[src/rtl/eth_pkg.sv]
// rtl/eth_pkg.sv - shared Ethernet TX framing constants and framer state type
package eth_pkg;

  localparam logic [7:0]  PREAMBLE_BYTE = 8'h55;
  localparam logic [7:0]  SFD_BYTE      = 8'hD5;
  localparam int          PREAMBLE_LEN  = 7;
  localparam logic [10:0] MAX_FRAME_LEN = 11'd1514;

  typedef enum logic [2:0] {
    IDLE,
    PRE,
    SFD,
    DATA,
    PAD,
    DRAIN,
    IFG
  } tx_state_e;

endpackage

[src/rtl/eth_tx_framer.sv]
// rtl/eth_tx_framer.sv - Ethernet TX framer: preamble/SFD, payload from FIFO, pad, IFG
// Reads run two cycles ahead of txd; an underrun stops reading until the frame is drained.
module eth_tx_framer
  import eth_pkg::*;
#(
  parameter int MIN_LEN = 60,
  parameter int IFG_CYC = 12
) (
  input  logic        rclk,
  input  logic        rst,
  input  logic        tx_start,
  input  logic [10:0] tx_len,
  input  logic        fifo_empty,
  output logic        fifo_rd_en,
  input  logic [7:0]  fifo_rdata,
  output logic [7:0]  txd,
  output logic        tx_en,
  output logic        tx_busy,
  output logic        tx_done,
  output logic        tx_err
);

  localparam logic [10:0] MIN_LEN_C = 11'(MIN_LEN);
  localparam logic [10:0] IFG_LAST  = 11'(IFG_CYC - 1);
  localparam logic [10:0] PRE_LAST  = 11'(PREAMBLE_LEN - 1);

  tx_state_e   state_q, state_d;
  logic [10:0] len_q, len_d;
  logic [10:0] cnt_q, cnt_d;
  logic [10:0] rd_cnt_q, rd_cnt_d;
  logic [10:0] tx_cnt_q, tx_cnt_d;
  logic        ur_q, ur_d;
  logic        rd_p1_q;
  logic [7:0]  txd_q, txd_d;
  logic        tx_en_q, tx_en_d;
  logic        busy_q;
  logic        done_q, done_d;
  logic        err_q, err_d;
  logic        rd_due;
  logic        rd_en;

  always_comb begin
    state_d  = state_q;
    len_d    = len_q;
    cnt_d    = cnt_q;
    rd_cnt_d = rd_cnt_q;
    tx_cnt_d = tx_cnt_q;
    ur_d     = ur_q;
    txd_d    = 8'h00;
    tx_en_d  = 1'b0;
    done_d   = 1'b0;
    err_d    = 1'b0;
    rd_due   = 1'b0;
    rd_en    = 1'b0;

    case (state_q)
      IDLE: begin
        if (tx_start) begin
          if (tx_len != 11'd0 && tx_len <= MAX_FRAME_LEN) begin
            state_d  = PRE;
            len_d    = tx_len;
            cnt_d    = 11'd0;
            rd_cnt_d = 11'd0;
            tx_cnt_d = 11'd0;
            ur_d     = 1'b0;
            txd_d    = PREAMBLE_BYTE;
            tx_en_d  = 1'b1;
          end else begin
            err_d = 1'b1;
          end
        end
      end
      PRE: begin
        tx_en_d = 1'b1;
        rd_due  = (cnt_q == PRE_LAST);
        if (cnt_q == PRE_LAST) begin
          state_d = SFD;
          txd_d   = SFD_BYTE;
        end else begin
          txd_d = PREAMBLE_BYTE;
          cnt_d = cnt_q + 11'd1;
        end
      end
      SFD, DATA: begin
        rd_due = 1'b1;
        // A read last cycle means a payload byte is on fifo_rdata now.
        if (rd_p1_q) begin
          state_d  = DATA;
          txd_d    = fifo_rdata;
          tx_en_d  = 1'b1;
          tx_cnt_d = tx_cnt_q + 11'd1;
        end else if (ur_q) begin
          state_d = DRAIN;
          err_d   = 1'b1;
        end else if (tx_cnt_q < MIN_LEN_C) begin
          state_d  = PAD;
          tx_en_d  = 1'b1;
          tx_cnt_d = tx_cnt_q + 11'd1;
        end else begin
          state_d = IFG;
          cnt_d   = 11'd0;
          done_d  = 1'b1;
        end
      end
      PAD: begin
        if (tx_cnt_q < MIN_LEN_C) begin
          tx_en_d  = 1'b1;
          tx_cnt_d = tx_cnt_q + 11'd1;
        end else begin
          state_d = IFG;
          cnt_d   = 11'd0;
          done_d  = 1'b1;
        end
      end
      DRAIN: begin
        if (rd_cnt_q == len_q) begin
          state_d = IFG;
          cnt_d   = 11'd0;
        end else if (!fifo_empty) begin
          rd_en = 1'b1;
        end
      end
      IFG: begin
        if (cnt_q == IFG_LAST) begin
          state_d = IDLE;
        end else begin
          cnt_d = cnt_q + 11'd1;
        end
      end
      default: state_d = IDLE;
    endcase

    // Once an underrun is seen no further reads are issued until DRAIN.
    if (rd_due && !ur_q && rd_cnt_q != len_q) begin
      if (fifo_empty) begin
        ur_d = 1'b1;
      end else begin
        rd_en = 1'b1;
      end
    end
    if (rd_en) begin
      rd_cnt_d = rd_cnt_q + 11'd1;
    end
    fifo_rd_en = rd_en && !rst;
  end

  always_ff @(posedge rclk) begin
    if (rst) begin
      state_q  <= IDLE;
      len_q    <= 11'd0;
      cnt_q    <= 11'd0;
      rd_cnt_q <= 11'd0;
      tx_cnt_q <= 11'd0;
      ur_q     <= 1'b0;
      rd_p1_q  <= 1'b0;
      txd_q    <= 8'h00;
      tx_en_q  <= 1'b0;
      busy_q   <= 1'b0;
      done_q   <= 1'b0;
      err_q    <= 1'b0;
    end else begin
      state_q  <= state_d;
      len_q    <= len_d;
      cnt_q    <= cnt_d;
      rd_cnt_q <= rd_cnt_d;
      tx_cnt_q <= tx_cnt_d;
      ur_q     <= ur_d;
      rd_p1_q  <= rd_en;
      txd_q    <= txd_d;
      tx_en_q  <= tx_en_d;
      busy_q   <= (state_d != IDLE);
      done_q   <= done_d;
      err_q    <= err_d;
    end
  end

  assign txd     = txd_q;
  assign tx_en   = tx_en_q;
  assign tx_busy = busy_q;
  assign tx_done = done_q;
  assign tx_err  = err_q;

endmodule

[config.mk]
export PLATFORM = sky130hd
export DESIGN_NAME = eth_tx_framer
export DESIGN_NICKNAME = d
export VERILOG_FILES = /design/src/rtl/eth_pkg.sv /design/src/rtl/eth_tx_framer.sv
export SDC_FILE = /design/constraint.sdc
export NUM_CORES = 1
export LEC_CHECK = 0
export CELL_PAD_IN_SITES_DETAIL_PLACEMENT = 0
export CELL_PAD_IN_SITES_GLOBAL_PLACEMENT = 1
export CORE_ASPECT_RATIO = 0.7
export CORE_MARGIN = 5
export CORE_UTILIZATION = 40
export DETAILED_ROUTE_END_ITERATION = 10
export DONT_BUFFER_PORTS = 1
export GPL_ROUTABILITY_DRIVEN = 0
export GPL_TIMING_DRIVEN = 1
export PLACE_DENSITY_LB_ADDON = 0.12
export SLEW_MARGIN = 20
export SYNTH_ARGS = -nofsm -noshare
export SYNTH_HDL_FRONTEND = slang
export SYNTH_SLANG_ARGS = --single-unit
[constraint.sdc]
create_clock -name rclk -period 2.3 [get_ports rclk]
set_input_delay 0.46 -clock rclk [delete_from_list [all_inputs] [get_ports rclk]]
set_output_delay 0.46 -clock rclk [all_outputs]
set_load 0.02 [all_outputs]
==> flow_summary.yaml, run 1 <==
run_status:
  outcome: "complete, but fails checks"
  violated_checks: "setup timing"
setup_path:
  crit_path_max_fanout: 5
  worstReg2RegStart: "cnt_q[7]"
  timing.critical_path.from_type: "register"
  worst_path_largest_cell_delay_ns: 0.55
  worst-r2r-cell-count: 11
  path_cells: "or4_4 -> buf_6 -> nor3_4 -> a21oi_4 -> nor4_4 -> buf_12"
  timing.critical_path.arrival_ns: 2.13
  crit-reg2reg-capture: "rd_cnt_q[2]"
  regToRegSetupSlack_ns: -0.07
  worst-setup-path-type: "reg -> out"
  worst_ep_required_time_ns: 1.84
  crit_path_end_kind: "output port"
  worst_setup_path_startpoint: "cnt_q[7]"
  worst_path_max_delay_cell: "or4_4"
synth:
  synth.cells.most_frequent: "61 x dfxtp_1, 33 x a21oi_1, 31 x nor2_1"
  yosys_warnings: 0
  synth.avg_cell_area_um2: 8.68
  synth.ff_latch_count: 61
  post-synth-top-area-cell: "dfxtp_1"
  synth_cell_type_count: 60
  share_of_the_synthesized_area_in_the_top_cell_type_pct: 38.8
  ys_async_sr_fraction_pct: 0
  synth_top_flop_cell: "dfxtp_1"
  synth-edff-count: 0
  synth_nets: 390
  netlist_top_cells_area: "dfxtp_1 39%, a21oi_1 5.2%, nor2_1 3.7%"
  synth.yosys.seq_area_share_pct: 38.8
  synth_most_common_cell: "dfxtp_1"
  synth_cells: 363
  synth_area_um2: 3150
timing:
  final_hold_viol_count: 0
  timing.max_slew.rel_slack_pct: 59.3
  setup_viol: 12
  rsz0062_at_grt: "yes"
  timing.clock.skew_ns: 0.00751
  tightest_slew_ns: 0.605
  final_min_period_over_clock_period_pct: 113
  top_achievable_clock_speed_ghz: 0.386
  post-route-worst-setup-slack_ns: -0.289
  slew_violations: 0
  time_the_worst_path_needs_with_i_o_delays_and_setup_ns: 2.59
clocking:
  cts_hold_repair.buffers: 0
  clock_insertion_delay_worst_skew_ns: 0.33
  htreeDepth: 3
  clock-sinks: 61
  cts.reportedPaths.clkPinSlew_ns: 0.06
  cts-buffers-inserted: 9
  cts_tree: "built"
  root_buffer: "clkbuf_16"
  max-clock-path-buffers: 2
power:
  peak_supply_drop_uv: 403
  power_density_over_cell_area_nw_per_um2: 738
  p_leak_nw: 1.61
floorplan:
  io_pins: 36
  core_area_um2: 7770
  initial_cell_density_of_the_core_pct: 40.5
  dieHeight_um: 84.3
  die_width_um: 116
  floorplan.rows: 27
  die_area_um2: 9780
flow_run:
  max-cap-violations: 0
place:
  buffer_ports.inserted: 0
  place.detailed.instances: 484
  dp_hpwl_mm: 6.32
  placement.cell_area_um2: 3510
  detailedPlace.worstSlack_ns: -0.0972
drt:
  antenna_violating_nets_post_route: 0
  drt_wl_cell_um: 17.1
  remaining_drc_errors: 0
  drt-total-wl_mm: 8.69
  vias: 2915
  drtIter0Drc: 293
  detail_route.first_pass.iterations: 5
  vias_per_std_cell: 5.74
global_routing:
  grt.overflow.total: 0
  initial_antenna_violation_count: 0
  groute.usage.overall_pct: 18.4
  first_global_vias: 2645
  first_pass_grt_wire_length_mm: 14.0
  maximum_number_of_pins_on_one_net_before_global_route_repair: 35
finish:
  final_design_area_no_fill_um2: 4010
  design.final.nets: 429
  n_antenna_cell: 0
  layoutNonFillerInstCount: 508
  final_core_util_pct: 51.6
  num-fill-cells: 765
  share_of_post_route_cells_with_drive_strength_above_1_pct: 20.4
  syn2layout_area_growth_pct: 27.2
hold_path:
  worst_hold_startpoint: "rst"
  timing.hold.worst.class: "in -> reg"
  hold-path-cell-count: 1
  whs_endpoint: "tx_cnt_q[6]"
worst max-delay path: cells and delay by family, from the launching register on:
family	cells	cell delay (ns)
and+or+nand+nor	3	1.08
DFF	1	0.31
buffers and inverters	2	0.31
AOI/OAI and AO/OA	1	0.09
registers in the layout, summed over array words and instances (netlist names):
register	cells
cnt_q	11
len_q	11
rd_cnt_q	11
rd_p1_q	1
state_q	3
tx_busy	1
tx_cnt_q	11
tx_done	1
tx_en	1
tx_err	1
txd	8
ur_q	1
cell type report:
class                      instances  area [um^2]  area share [%]
clock buffer                      11          253            6.30
clock inverter                     5          106            2.65
inverter                           7         26.3           0.655
multi-input combinational        278         1870            46.7
sequential                        61         1220            30.5
tap                              101          126            3.15
timing repair buffer              45          402            10.0
what timing repair did:
item                                    4_1_cts  5_1_grt
cloned                                        2        0
buffers inserted                              4        2
pin swaps                                     7        5
endpoints found under the setup margin       16       22
gates resized for setup                       6        6
metrics by stage:
stage / setup TNS (ns) / hold WS [ns] / power (mW)
2_1_floorplan: -0.000840 / 0.451 / 1.30
3_3_place_gp: -0.363 / 0.468 / 1.36
3_5_place_dp: -0.831 / 0.474 / 1.36
4_1_cts: -0.304 / 0.188 / 2.99
5_1_grt: -2.80 / 0.184 / 3.07
6_report: -0.848 / 0.202 / 2.96
metal layers:
metal  GRT usage, %  routed length [um]
met1           28.5                4720
met2           23.4                3400
met3           5.69                 436
met4           6.11                 126
met5              0                   0
logic make-up (layout without fill, tap and decap cells):
kind of cell	Yosys count	count (layout)	share of synthesized area, %
AND/OR/NAND/NOR	132	132	23.2
AO/OA/AOI/OAI	117	117	25.8
flip-flops	61	61	38.8
buffers and inverters	24	68	3.26
XOR/XNOR	13	13	3.61
multiplexers	12	12	3.85
adder cells (fa/ha/maj)	4	4	1.59
placed cells by master, fill, tap and decap left out, types with 4 or more instances in the layout:
| cell type | count |
|---|---|
| nand3_1 | 14 |
| xnor2_1 | 13 |
| a211oi_1 | 5 |
| a21o_1 | 6 |
| nand2b_1 | 9 |
| nor3_1 | 9 |
| buf_4 | 39 |
| inv_1 | 7 |
| and3_1 | 16 |
| a31oi_1 | 12 |
| a22oi_1 | 4 |
| a41oi_1 | 4 |
| o21ai_0 | 15 |
| ha_1 | 4 |
| nand2_1 | 17 |
| mux2i_1 | 11 |
| dfxtp_1 | 59 |
| nor2_1 | 31 |
| o31ai_1 | 4 |
| a21oi_1 | 32 |
| nor4_1 | 5 |
| clkbuf_16 | 9 |
power by group:
group          total (mW)  internal, mW  switching (mW)  leakage, nW
registers            1.12          1.09          0.0338        0.496
clock network        1.61          1.12           0.491        0.172
logic               0.228        0.0947           0.133        0.944
how the worst max path moves through the flow:
stage / end / slack, ns
finish: fifo_rd_en / -0.29
global route: fifo_rd_en / -0.34
CTS: fifo_rd_en / -0.30
detailed placement: rd_cnt_q[6] / -0.1
global placement: cnt_q[10] / -0.09
floorplan: fifo_rd_en / -0.0008
(Power assumes the default switching activity.)
==> run 2, diff against run 1 <==
ABC_AREA = 1   (was default)
TNS_END_PERCENT = 10   (was default)
==> run 2 against run 1 <==
Against the previous run:
- the flow now finishes without violations
- first-iteration DRC count rose by 5.5%
- critical path depth grew 9
- critical path type is now reg -> reg
- non-clock buffer count down 17
- via count grew 17%
- synthesized cell count rose by 45%
- fmax is 16% higher
- total power up 2.3%
- sequential cell count did not move
- cell count is 31% higher
- register-to-register slack improved by 0.15 ns
==> flow_summary.yaml, run 2 <==
synth:
  synth.yosys.seq_area_share_pct: 35.7
  synth_top_flop_cell: "dfxtp_1"
  synth-edff-count: 0
  synth_cells: 528
  share_of_the_synthesized_area_in_the_top_cell_type_pct: 35.7
  synth.ff_latch_count: 61
  post-synth-top-area-cell: "dfxtp_1"
  synth_cell_type_count: 39
  yosys_warnings: 0
  ys_async_sr_fraction_pct: 0
  synth.avg_cell_area_um2: 6.48
  netlist_top_cells_area: "dfxtp_1 36%, nand2_1 15%, inv_1 7.3%"
  synth_area_um2: 3420
  synth.cells.most_frequent: "136 x nand2_1, 67 x inv_1, 61 x dfxtp_1"
  synth_most_common_cell: "nand2_1"
  synth_nets: 555
floorplan:
  initial_cell_density_of_the_core_pct: 40.7
  dieHeight_um: 87.4
  floorplan.rows: 28
  die_width_um: 121
  core_area_um2: 8410
  die_area_um2: 10500
  io_pins: 36
setup_path:
  worst-r2r-cell-count: 15
  timing.critical_path.arrival_ns: 2.49
  worst_path_max_delay_cell: "dfxtp_1"
  worst-setup-path-type: "reg -> reg"
  path_cells: "nor2_1 -> nand2_2 -> nor2_2 -> nand3_2 -> buf_4 -> buf_4 -> buf_4 -> buf_4 -> buf_4 -> buf_4 -> buf_4 -> buf_4 -> buf_4 -> buf_4 -> a21oi_2"
  worst_path_largest_cell_delay_ns: 0.35
  crit_path_end_kind: "register"
  critPathMostFrequentCell: "buf_4"
  worst_ep_required_time_ns: 2.56
  timing.critical_path.from_type: "register"
  crit_path_max_fanout: 6
clocking:
  max-clock-path-buffers: 2
  clock_insertion_delay_worst_skew_ns: 0.33
  htreeDepth: 3
  cts_tree: "built"
  clock-sinks: 61
  cts-buffers-inserted: 9
  cts_hold_repair.buffers: 0
  root_buffer: "clkbuf_16"
  cts.reportedPaths.clkPinSlew_ns: 0.05
power:
  peak_supply_drop_uv: 326
  power_density_over_cell_area_nw_per_um2: 724
  p_leak_nw: 1.76
timing:
  rsz0062_at_grt: "no"
  slew_violations: 0
  setup_viol: 0
  final_min_period_over_clock_period_pct: 96.7
  timing.clock.skew_ns: 0.00492
  top_achievable_clock_speed_ghz: 0.450
  final_hold_viol_count: 0
  tightest_slew_ns: 0.647
  post-route-worst-setup-slack_ns: 0.0761
  timing.max_slew.rel_slack_pct: 56.6
  time_the_worst_path_needs_with_i_o_delays_and_setup_ns: 2.22
  fin_setup_tns_ns: 0
  fin_worst_hold_slack_ns: 0.190
global_routing:
  grt_util_met3_pct: 5.19
  groute.usage.overall_pct: 18.6
  grt-busiest-layer: "met2"
  first_global_vias: 3066
  initial_antenna_violation_count: 0
  maximum_number_of_pins_on_one_net_before_global_route_repair: 38
  grt.overflow.total: 0
  met1_usage_pct: 26.7
  first_pass_grt_wire_length_mm: 15.4
  globalRouteMet2Util_pct: 27.1
finish:
  n_antenna_cell: 0
  most-common-layout-cells: "134 x nand2_1, 64 x inv_1, 55 x nor2_1, 52 x dfxtp_1, 47 x a21oi_1"
  syn2layout_area_growth_pct: 22.2
  layoutNonFillerInstCount: 666
  design.final.nets: 583
  share_of_post_route_cells_with_drive_strength_above_1_pct: 16.6
  final_core_util_pct: 49.7
  layout_commonest_cell: "nand2_1"
drt:
  remaining_drc_errors: 0
  vias: 3396
  drtIter0Drc: 309
  vias_per_std_cell: 5.10
  drt-total-wl_mm: 9.68
  drt_wl_cell_um: 14.5
  detail_route.first_pass.iterations: 7
  antenna_violating_nets_post_route: 0
hold_path:
  timing.hold.worst.class: "in -> reg"
  hold-path-cell-count: 1
run_status:
  outcome: "finished clean"
place:
  detailedPlace.worstSlack_ns: 0.254
  place.detailed.instances: 628
  dp_hpwl_mm: 6.68
  buffer_ports.inserted: 0
flow_run:
  max-cap-violations: 0
==> run 2: cell type report <==
cell class,instances,area [um^2]
flip-flops and latches,61,1230
clock inverters,7,138
well taps,105,131
inverters,73,274
multi-input cells,383,1940
clock buffers,9,225
repair buffers,28,239
fillers,872,4230
==> run 2: logic make-up (layout without fill, tap and decap cells) <==
family	after synthesis	count (layout)	synth area share [%]
and+or+nand+nor	273	273	35.4
AOI/OAI and AO/OA	96	96	15.2
buffers and inverters	84	117	9.73
adders and majority gates	4	4	1.46
DFF	61	61	35.7
xor gates and xnor gates	10	10	2.56
==> run 2: where the power goes <==
group          leakage, nW  switching (mW)  internal [mW]
clock                0.175           0.499           1.16
sequential           0.500          0.0335           1.09
combinational         1.08           0.157         0.0828
total                 1.76           0.689           2.34
==> run 2: worst paths after layout <==
check | startpoint | to | slack (ns)
worst max register to register | cnt_q[5] | txd[7] | 0.08
worst min register to register | len_q[1] | len_q[1] | 0.46
worst min-delay path | rst | cnt_q[6] | 0.19
worst max-delay path | cnt_q[5] | txd[7] | 0.08
==> run 2: worst max-delay path: cells and delay by family, from the launching register on <==
family | cells | cell delay, ns
buf+inv | 10 | 1.24
flops | 1 | 0.35
compound gates | 1 | 0.11
simple gates | 4 | 0.45
==> run 2: through the flow <==
step	area (um^2)	total power, mW
finish	4180	3.03
global route	4180	3.13
CTS	4080	3.03
detailed placement	3550	1.35
global placement	3550	1.35
floorplan	3420	1.30
==> run 2: repair_timing <==
item                                    in CTS  in global routing
pin swaps                                    5                 11
cloned                                       0                  0
setup buffers                               20                  2
gates resized for setup                      6                 25
endpoints found under the setup margin       1                 13
==> run 2: metal layers <==
metal | routed length, um | vias to the layer above
li1 | - | 1760
met1 | 4980 | 1555
met2 | 4130 | 71
met3 | 448 | 10
met4 | 116 | 0
met5 | 0 | -
